### src/rtl/mips_muldiv_seq.sv
// mips_muldiv_seq: sequential 32x32 signed multiply / divide, one bit per cycle.
// Define MULDIV_DIV_EN to build the divider; otherwise divide requests return the divide-by-zero result.
module mips_muldiv_seq #(
  parameter logic [4:0] FS_MUL = 5'h1E,
  parameter logic [4:0] FS_DIV = 5'h1F
) (
  input  logic        clk,
  input  logic        reset_n,
  input  logic        start,
  input  logic [31:0] mipsS,
  input  logic [31:0] mipsT,
  input  logic [4:0]  mipsFS,
  output logic        busy,
  output logic        done,
  output logic [31:0] Y_hi,
  output logic [31:0] Y_lo,
  output logic        N,
  output logic        Z,
  output logic        div0
);
  typedef enum logic [1:0] {IDLE, RUN, FIX, DONE} state_t;
  state_t state_q, state_d;
  logic [4:0]  cnt_q, cnt_d;
  logic [63:0] p_q, p_d;
  logic [31:0] m_q, m_d;
  logic        neg_q, neg_d;
  logic [31:0] y_hi_q, y_hi_d, y_lo_q, y_lo_d;
  logic        n_q, n_d, z_q, z_d, div0_q, div0_d;
  logic [31:0] s_abs, t_abs;
  logic [32:0] sum;
  logic [63:0] mul_p, prod;
  assign s_abs = mipsS[31] ? -mipsS : mipsS;
  assign t_abs = mipsT[31] ? -mipsT : mipsT;
  // p holds {partial product, remaining multiplier bits}; magnitudes keep p[63] clear
  assign sum   = {1'b0, p_q[63:32]} + {1'b0, m_q};
  assign mul_p = p_q[0] ? {sum, p_q[31:1]} : {1'b0, p_q[63:1]};
  assign prod  = neg_q ? -p_q : p_q;
`ifdef MULDIV_DIV_EN
  logic        div_q, div_d, sneg_q, sneg_d;
  logic [32:0] diff;
  logic [63:0] div_p, run_p;
  logic [31:0] quo, rem;
  // p holds {partial remainder, dividend bits shifting out / quotient bits shifting in}
  assign diff  = {1'b0, p_q[62:31]} - {1'b0, m_q};
  assign div_p = diff[32] ? {p_q[62:0], 1'b0} : {diff[31:0], p_q[30:0], 1'b1};
  assign run_p = div_q ? div_p : mul_p;
  assign quo   = neg_q ? -p_q[31:0] : p_q[31:0];
  assign rem   = sneg_q ? -p_q[63:32] : p_q[63:32];
`else
  logic [63:0] run_p;
  assign run_p = mul_p;
`endif
  always_comb begin
    state_d = state_q;
    cnt_d   = cnt_q;
    p_d     = p_q;
    m_d     = m_q;
    neg_d   = neg_q;
    y_hi_d  = y_hi_q;
    y_lo_d  = y_lo_q;
    n_d     = n_q;
    z_d     = z_q;
    div0_d  = div0_q;
`ifdef MULDIV_DIV_EN
    div_d   = div_q;
    sneg_d  = sneg_q;
`endif
    case (state_q)
      IDLE: if (start && mipsFS == FS_MUL) begin
        state_d = RUN;
        cnt_d   = 5'd0;
        p_d     = {32'b0, t_abs};
        m_d     = s_abs;
        neg_d   = mipsS[31] ^ mipsT[31];
`ifdef MULDIV_DIV_EN
        div_d   = 1'b0;
`endif
      end else if (start && mipsFS == FS_DIV) begin
`ifdef MULDIV_DIV_EN
        if (mipsT == 32'd0) begin
          state_d = DONE;
          y_hi_d  = mipsS;
          y_lo_d  = '1;
          n_d     = 1'b1;
          z_d     = 1'b0;
          div0_d  = 1'b1;
        end else begin
          state_d = RUN;
          cnt_d   = 5'd0;
          p_d     = {32'b0, s_abs};
          m_d     = t_abs;
          neg_d   = mipsS[31] ^ mipsT[31];
          sneg_d  = mipsS[31];
          div_d   = 1'b1;
        end
`else
        state_d = DONE;
        y_hi_d  = '0;
        y_lo_d  = '1;
        n_d     = 1'b1;
        z_d     = 1'b0;
        div0_d  = 1'b1;
`endif
      end
      RUN: begin
        p_d     = run_p;
        cnt_d   = cnt_q + 5'd1;
        state_d = cnt_q == 5'd31 ? FIX : RUN;
      end
      FIX: begin
        state_d = DONE;
        div0_d  = 1'b0;
`ifdef MULDIV_DIV_EN
        y_hi_d  = div_q ? rem : prod[63:32];
        y_lo_d  = div_q ? quo : prod[31:0];
        n_d     = div_q ? quo[31] : prod[63];
        z_d     = div_q ? quo == 32'd0 : prod == 64'd0;
`else
        y_hi_d  = prod[63:32];
        y_lo_d  = prod[31:0];
        n_d     = prod[63];
        z_d     = prod == 64'd0;
`endif
      end
      default: state_d = IDLE;
    endcase
  end
  always_ff @(posedge clk or negedge reset_n) begin
    if (!reset_n) begin
      state_q <= IDLE;
      cnt_q   <= '0;
      p_q     <= '0;
      m_q     <= '0;
      neg_q   <= 1'b0;
      y_hi_q  <= '0;
      y_lo_q  <= '0;
      n_q     <= 1'b0;
      z_q     <= 1'b0;
      div0_q  <= 1'b0;
`ifdef MULDIV_DIV_EN
      div_q   <= 1'b0;
      sneg_q  <= 1'b0;
`endif
    end else begin
      state_q <= state_d;
      cnt_q   <= cnt_d;
      p_q     <= p_d;
      m_q     <= m_d;
      neg_q   <= neg_d;
      y_hi_q  <= y_hi_d;
      y_lo_q  <= y_lo_d;
      n_q     <= n_d;
      z_q     <= z_d;
      div0_q  <= div0_d;
`ifdef MULDIV_DIV_EN
      div_q   <= div_d;
      sneg_q  <= sneg_d;
`endif
    end
  end
  assign busy = state_q == RUN || state_q == FIX;
  assign done = state_q == DONE;
  assign Y_hi = y_hi_q;
  assign Y_lo = y_lo_q;
  assign N    = n_q;
  assign Z    = z_q;
  assign div0 = div0_q;
endmodule

### config.mk
export PLATFORM = sky130hd
export DESIGN_NAME = mips_muldiv_seq
export DESIGN_NICKNAME = d
export VERILOG_FILES = /design/src/rtl/mips_muldiv_seq.sv
export SDC_FILE = /design/constraint.sdc
export NUM_CORES = 1
export LEC_CHECK = 0
export ABC_AREA = 1
export ABC_CLOCK_PERIOD_IN_PS = 2400
export CAP_MARGIN = 20
export CORE_MARGIN = 3
export CORE_UTILIZATION = 40
export DETAILED_ROUTE_END_ITERATION = 8
export PLACE_DENSITY = 0.68
export SLEW_MARGIN = 40
export SYNTH_ARGS = -nofsm -noshare
export SYNTH_HDL_FRONTEND = slang
export SYNTH_SLANG_ARGS = --single-unit
### constraint.sdc
create_clock -name clk -period 2.4 [get_ports clk]
set_input_delay 0.36 -clock clk [delete_from_list [all_inputs] [get_ports clk]]
set_output_delay 0.36 -clock clk [all_outputs]
set_load 0.02 [all_outputs]
Yosys cells after proc, flatten, opt, wreduce, memory -nomap -nowiden --
Index checks and enable logic that the tools add are counted.
Word-level totals: register bits after elaboration 171, output and inout port bits 69, input port bits 72
Cells by class: bitwise operators 1, $add $sub $neg 5, equal/unequal tests 10, mux-type cells 25, reduce and logical (&&, ||, !) cells 10
Operators with widths (count):
- 2-to-1 mux 32 bit | 6
- 2-to-1 mux 64 bit | 3
- case mux 32 bit (2 select lines) | 2
- case mux 64 bit (2 select lines) | 1
- zero test 64 bit | 1
- negator 32 bit | 2
- negator 64 bit | 1
- adder 32 x 32 -> 33 bit | 1
- equality test 5 bit (second input constant) | 3
- case mux 5 bit (2 select lines) | 1
- 2-to-1 mux 2 bit | 3
- inequality test 2 bit (second input constant) | 3
- case mux 1 bit (2 select lines) | 3
- case mux 2 bit (3 select lines) | 1
- adder 5 x 1 -> 5 bit (second input constant) | 1
- 2-to-1 mux 5 bit | 1
- equality test 2 bit (second input constant) | 2
- 2-to-1 mux 1 bit | 4
- AND reduction 2 bit | 2
- nonzero test 2 bit | 2
- inequality test 3 bit (second input constant) | 1
- AND reduction 3 bit | 1
- equality test 2 x 1 -> 1 bit (second input constant) | 1
- logical AND 1 bit | 2
- other kinds (3) | 3

Depth between registers and ports, before layout --
Gate-level depths: netlist (run 1).
word-level depth 5, depth in mapped cells 20

Worst setup path before layout (run 1) --
Ideal clock, no wire load.
path kind register to register, start point register p_q[0], end point register z_q, in the netlist Z, required time 2334 ps, path slack 200 ps, arrival 2134 ps, cell stages (with the launch flop) 21, library setup time 66 ps, path buffers 2, cells stage by stage dfrtp_1 > buf_4 > clkinv_4 > clkbuf_1 > ha_1 > nand3_2 > nand2_4 > nand3_2 > inv_2 > nand2_2 > inv_2 > nand2_2 > nand2_1 > nand2_1 > nor2_1 > nand2_1 > nor2_1 > nand2_1 > nor2_1 > nand2_1 > nand2_1
Between the ends: longest elaborated chain between the ends 4
RTL lines:
- start, declared | RTL line 24 | logic [63:0] p_q, p_d;
- start signal, assigned | RTL line 147 | p_q <= p_d;
- negator 64 bit | RTL line 37 | assign prod = neg_q ? -p_q : p_q;
- 2-to-1 mux 64 bit * | RTL line 37
- zero test 64 bit * | RTL line 122 | z_d = prod == 64'd0;
- case mux 1 bit (2 select lines) * | RTL line 68 | case (state_q)
- end signal, assigned | RTL line 153 | z_q <= z_d;
- end, declared | RTL line 28 | logic n_q, n_d, z_q, z_d, div0_q, div0_d;
Every way passes the cells marked *; elsewhere a longest branch is shown, timed or not. A chain may end at the register's enable or synchronous reset.

Final worst setup path (run 1) --
start point register p_q[3], end point register z_q, in the netlist Z
The elaborated chain is that of the path after synthesis.

==> results of run 1 <==
Yosys cell counts, drive strengths merged:
cell	count	area, µm²
inv	206	773.3
o21ai	139	703.2
and3	6	37.54
o22ai	34	212.7
o31ai	7	52.55
dfrtp	171	4279
nor3b	1	12.51
clkbuf	41	153.9
fa	1	20.02
a21oi	90	450.4
o211ai	12	90.09
a22oi	4	30.03
nand2	524	2004
ha	41	513.0
clkinv	3	16.27
a221oi	1	8.760
nor4	5	31.28
a31oi	7	43.79
o21bai	15	112.6
buf	15	100.1
a21o	6	45.04
xor2	45	394.1
nand3b	6	45.04
a41oi	1	8.760
xnor2	9	78.83
a22o	29	254.0
nand3	126	673.2
nand4	28	175.2
nor2	292	1144
nor3	29	171.4
a21boi	3	22.52
or2	7	43.80
a211oi	3	22.52
o221ai	16	140.1
power by group through the flow:
stage,Clock (mW),Sequential [mW],Combinational [mW]
floorplan,0,5.16,8.14
global placement,0,4.98,13.2
detailed placement,0,4.99,13.4
CTS,2.82,4.94,13.4
global route,2.95,5.16,15.7
finish,2.80,5.06,14.2
layer usage:
layer  vias up  part of all wire
li1       6831                 -
met1      6240              0.48
met2       494              0.43
met3        32             0.081
met4         0             0.011
met5         -                 0
cell type report:
class,instances,area share
Timing Repair Buffer,261,0.1464
Clock inverter,15,0.009081
Inverter,209,0.04861
Sequential cell,171,0.2617
Clock buffer,17,0.02595
Multi-Input combinational cell,1487,0.4776
Tap cell,402,0.03068
worst max-delay path: stages (launching register included):
cell     delay (ps)
dfrtp_1         410
buf_4           170
nor2_4          140
nand2_1          90
nor2_1          190
nand3_1         170
nand2_2         200
nand2_1          80
nand2_1         150
nand3_1          90
nor2_1           90
nand2_1         100
nor2_1          110
nand2_1          70
nor2_1           80
nand2_1          60
nand2_1          50
sequential cells by signal (all words and copies together) (netlist names):
register and cells:
p_q 64, Y_hi 32, Y_lo 32, m_q 32, cnt_q 5, state_q 2
N 1, Z 1, div0 1, neg_q 1
path summary, 6_finish.rpt:
kind,start,cells after the start,to
min in group clk,Y_hi[31]$_DFFE_PN0P_,2,Y_hi[31]$_DFFE_PN0P_
setup / recovery,p_q[3]$_DFFE_PN0P_,16,Z$_DFFE_PN0P_
setup reg to reg,p_q[3]$_DFFE_PN0P_,16,Z$_DFFE_PN0P_
max in group asynchronous,reset_n,3,m_q[19]$_DFFE_PN0P_
hold / removal,reset_n,2,Y_hi[14]$_DFFE_PN0P_
hold reg to reg,Y_hi[31]$_DFFE_PN0P_,2,Y_hi[31]$_DFFE_PN0P_
timing repair:
action	CTS	global route
pin swaps	0	10
buffers inserted	0	17
hold buffers	1	0
resized for setup	1	79
endpoints found under the hold margin	47	0
endpoints found under the setup margin	1	21
cells by family after synthesis:
group	count (synthesis)
adder cells (fa/ha/maj)	42
XOR/XNOR	54
AND/OR/NAND/NOR	1024
buffers and inverters	265
flip-flops	171
AO/OA/AOI/OAI	367
through the flow:
step	setup TNS, ps	instance area [µm²]	utilization	instances	hold WS (ps)
3_5_place_dp	-85.71	15390	0.4865	2512	364.3
3_3_place_gp	-38.08	15390	0.4865	2512	361.1
5_1_grt	-196.5	16400	0.5183	2562	470.3
6_report	0	16400	0.5183	2562	430.8
4_1_cts	0	15980	0.5050	2545	446.7
2_1_floorplan	0	12860	-	1923	64.41
==> results.json, run 1 <==
{
  "die_h_um": 185.3,
  "preCtsSetupSlack_ps": -59.49,
  "power.share.clock": 0.127,
  "worst_skew_pair.late_latency_ps": 450,
  "syn_area_per_cell_um2": 6.689,
  "worstPathRequired_ps": 2790,
  "cts.reportedPaths.clkPinSlew_ps": 80,
  "rows": 65,
  "finalNetCount": 2261,
  "synth_fp_nets": 2037,
  "synth-simple-area-share": 0.3372,
  "core_area_um2": 31640,
  "synthMuxAreaShare": 0,
  "grt_max_degree": 59,
  "ir_drop_v": 0.0007027,
  "top_usage_layer": "met1",
  "clock_path_buffers": 2,
  "power.total_mw": 22.02,
  "pwr-share-seq": 0.230,
  "slew_viol_final": 0,
  "cts-htree-levels": 4,
  "layout_commonest_cell": "nand2_1",
  "drtAntennaViolNets": 0,
  "wl_mm": 44.32,
  "maxCapViolCount": 0,
  "ys_warn_count": 0,
  "p_leak_nw": 7.561,
  "fin_crit_ps": 2296,
  "numCtsBuffers": 17,
  "cp_max_fo": 9,
  "use_met3": 0.04478,
  "hold_class": "in2async",
  "grt_pass1_wl_mm": 69.18,
  "syn_area_um2": 12860,
  "gp_congestion": 0.9094,
  "grtUsageTotal": 0.2567,
  "io_buffers": 140,
  "layout_common_cells": "nand2_1, nor2_1, inv_1, dfrtp_1, clkdlybuf4s50_1",
  "num-fill-cells": 3149,
  "p_per_area_nw_per_um2": 1343,
  "timing.fmax_mhz": 435.5,
  "num_io_pins": 141,
  "worst_slack_ps": 103.7,
  "antenna_found_initial": 0,
  "cp-end-kind": "flop",
  "overflow": 0,
  "crit_arrival_ps": 2690,
  "vias": 13597,
  "critical_path.startpoint_type": "flop",
  "reg2reg_slack_ps": 100,
  "synth_top_family_by_area": "simple AND/OR/NAND/NOR gates",
  "intPower_mw": 10.61,
  "die_area_um2": 34350,
  "synth_seq_cells": 171,
  "drive_gt1_frac": 0.1245,
  "yosysUniqueCellTypes": 51,
  "synth_seq_area_share": 0.3327,
  "drc_errors": 0,
  "antenna_cells": 0,
  "area_growth_syn_to_layout_pct": 27.46,
  "dieWidth_um": 185.3,
  "multi_input_area_um2": 7830,
  "synth_xor_area_frac": 0.03677,
  "setup_viol": 0,
  "cts_sinks": 171,
  "initial_core_util": 0.4066,
  "cts_tree": "yes",
  "dpl.hpwl_mm": 35.39,
  "skew_ps": 12.01,
  "combPwrFrac": 0.643,
  "via_per_inst": 5.307,
  "met1_usage": 0.3881,
  "slew-limit-headroom": 0.4604,
  "synth_cells": 1923,
  "seq_area_um2": 4290,
  "grtUsageMet2": 0.3865,
  "routedWlPerCell_um": 17.30,
  "tightest_slew_ps": 809.4,
  "grt_pass1_vias": 12608,
  "hold_viol": 0,
  "fin_crit_sh": 0.9568,
  "synth_fa_ha_area_frac": 0.04144,
  "synth_compound_area_frac": 0.1708,
  "criticalPathCategory": "reg2reg",
  "drt_iter0_markers": 1144,
  "p_switching_mw": 11.42,
  "cts_root_buf": "clkbuf_16",
  "status": "complete, no violations",
  "p_sw_frac": 0.5184,
  "first_pass_iters": 5,
  "rsz0062_at_grt": "true"
}
No activity file was read; power rests on OpenSTA's default activity.
==> run 2, diff against run 1 <==
- CTS_BUF_LIST: default -> sky130_fd_sc_hd__clkbuf_16
- GPL_ROUTABILITY_DRIVEN: default -> 0
==> run 2 against run 1 <==
Global-route usage shrank 1.2 points. Critical endpoint is now p_q[54]$_DFFE_PN0P_. Die area is the same. Wire length shrank 3.0%. Flip-flop and latch count is the same. Register-to-register slack is essentially flat. First-iteration DRC count grew 21%.
==> results.json, run 2 (synthesis gave the netlist of run 1 again) <==
{
  "status": "complete, no violations",
  "dpl.hpwl_mm": 33.67,
  "largest_reg_flops": 64,
  "cts.reportedPaths.clkPinSlew_ps": 70,
  "grt_pass1_wl_mm": 67.45,
  "io_buffers": 140,
  "initial_core_util": 0.4066,
  "crit_arrival_ps": 2620,
  "worstPathRequired_ps": 2730,
  "layout_common_cells": "nand2_1, nor2_1, inv_1, dfrtp_1, clkdlybuf4s50_1",
  "clock_path_buffers": 2,
  "grt_max_degree": 59,
  "p_per_area_nw_per_um2": 1357,
  "cp_max_fo": 5,
  "drtAntennaViolNets": 0,
  "fin_crit_sh": 0.9542,
  "antenna_cells": 0,
  "fin_crit_ps": 2290,
  "die_h_um": 185.3,
  "timing.fmax_mhz": 436.7,
  "finalNetCount": 2231,
  "whs_ps": 447.7,
  "cts-htree-levels": 4,
  "rows": 65,
  "core_area_um2": 31640,
  "maxCapViolCount": 0,
  "hold_class": "in2async",
  "cp-end-kind": "flop",
  "cts_tree": "yes",
  "routedWlPerCell_um": 16.98,
  "wl_mm": 43.00,
  "p_leak_nw": 7.438,
  "layout_commonest_cell": "nand2_1",
  "cts_sinks": 171,
  "combPwrFrac": 0.630,
  "setup_viol": 0,
  "hold_viol": 0,
  "via_per_inst": 5.536,
  "regMostFlops": "p_q",
  "worst_skew_pair.late_latency_ps": 440,
  "numCtsBuffers": 17,
  "vias": 14018,
  "drc_errors": 0,
  "intPower_mw": 10.76,
  "antenna_found_initial": 0,
  "stdcell_count": 2532,
  "slew_viol_final": 0,
  "dp_cells": 2488,
  "grt_pass1_vias": 12751,
  "overflow": 0,
  "dieWidth_um": 185.3,
  "tightest_slew_ps": 819.7,
  "drive_gt1_frac": 0.1127,
  "skew_ps": 11.90,
  "grtUsageTotal": 0.2452,
  "criticalPathCategory": "reg2reg",
  "first_pass_iters": 7,
  "cts_root_buf": "clkbuf_16",
  "power.total_mw": 22.00,
  "p_sw_frac": 0.5110,
  "pwr-share-seq": 0.230,
  "area_growth_syn_to_layout_pct": 26.05,
  "ir_drop_v": 0.0006376,
  "power.share.clock": 0.140,
  "p_switching_mw": 11.24,
  "slew-limit-headroom": 0.4535,
  "critical_path.startpoint_type": "flop",
  "drt_iter0_markers": 1387,
  "num_io_pins": 141,
  "die_area_um2": 34350
}
## run 2: area by class of cell
| class | instances | area, µm² |
|---|---|---|
| Clock buffer | 17 | 425.4 |
| Clock inverter | 15 | 209.0 |
| Fill cell | 3128 | 15420 |
| Inverter | 209 | 793.3 |
| Multi-Input combinational cell | 1487 | 7841 |
| Sequential cell | 171 | 4292 |
| Tap cell | 402 | 503.0 |
| Timing Repair Buffer | 231 | 2151 |
## run 2: worst paths after layout
path	to	slack, ps	cells past startpoint	startpoint
max	p_q[54]$_DFFE_PN0P_	110	13	p_q[38]$_DFFE_PN0P_
min in group clk	div0$_DFFE_PN0P_	500	2	div0$_DFFE_PN0P_
min reg2reg	div0$_DFFE_PN0P_	500	2	div0$_DFFE_PN0P_
max in group asynchronous	m_q[15]$_DFFE_PN0P_	1230	3	reset_n
max reg2reg	p_q[54]$_DFFE_PN0P_	110	13	p_q[38]$_DFFE_PN0P_
min	Y_hi[26]$_DFFE_PN0P_	450	2	reset_n
## run 2: stage by stage
step                      TNS (ps)  cell area, µm²  setup WS [ps]  utilization
after global routing        -96.08           16210         -40.94       0.5125
after CTS                        0           15830          28.06       0.5004
after global placement      -10.99           15190         -10.99       0.4800
after detailed placement    -281.8           15190         -69.43       0.4800
final                            0           16210          110.0       0.5125
after floorplan                  0           12860          200.2            -
## run 2: power groups by stage
stage	logic, mW	clock network, mW	registers (mW)
after CTS	13.0	3.10	4.95
after global placement	12.7	0	4.97
after floorplan	8.14	0	5.16
final	13.9	3.07	5.06
after global routing	15.3	3.22	5.18
after detailed placement	12.9	0	5.00
## run 2: routing by layer
metal / routed length [µm] / GRT usage
met1: 19520 / 0.3690
met5: 0 / 0
met4: 668 / 0.04802
met3: 4208 / 0.03201
met2: 18600 / 0.3790
## run 2: repair_timing
item	CTS	global route
setup endpoints to repair	2	21
hold buffers	1	0
resized for setup	1	76
pin swaps	0	8
buffers inserted	0	11
hold endpoints to repair	41	0
## run 2: worst max-delay path: stages, from the launching register on
cell	delay (ps)
dfrtp_1	420
ha_1	370
a21oi_1	240
o21ai_1	160
a21oi_4	180
o21ai_2	100
nand2_1	110
nand2_1	100
nand2_1	100
nand3_1	70
nand2_1	80
nand3_1	100
nand2_1	90
nand2_1	50
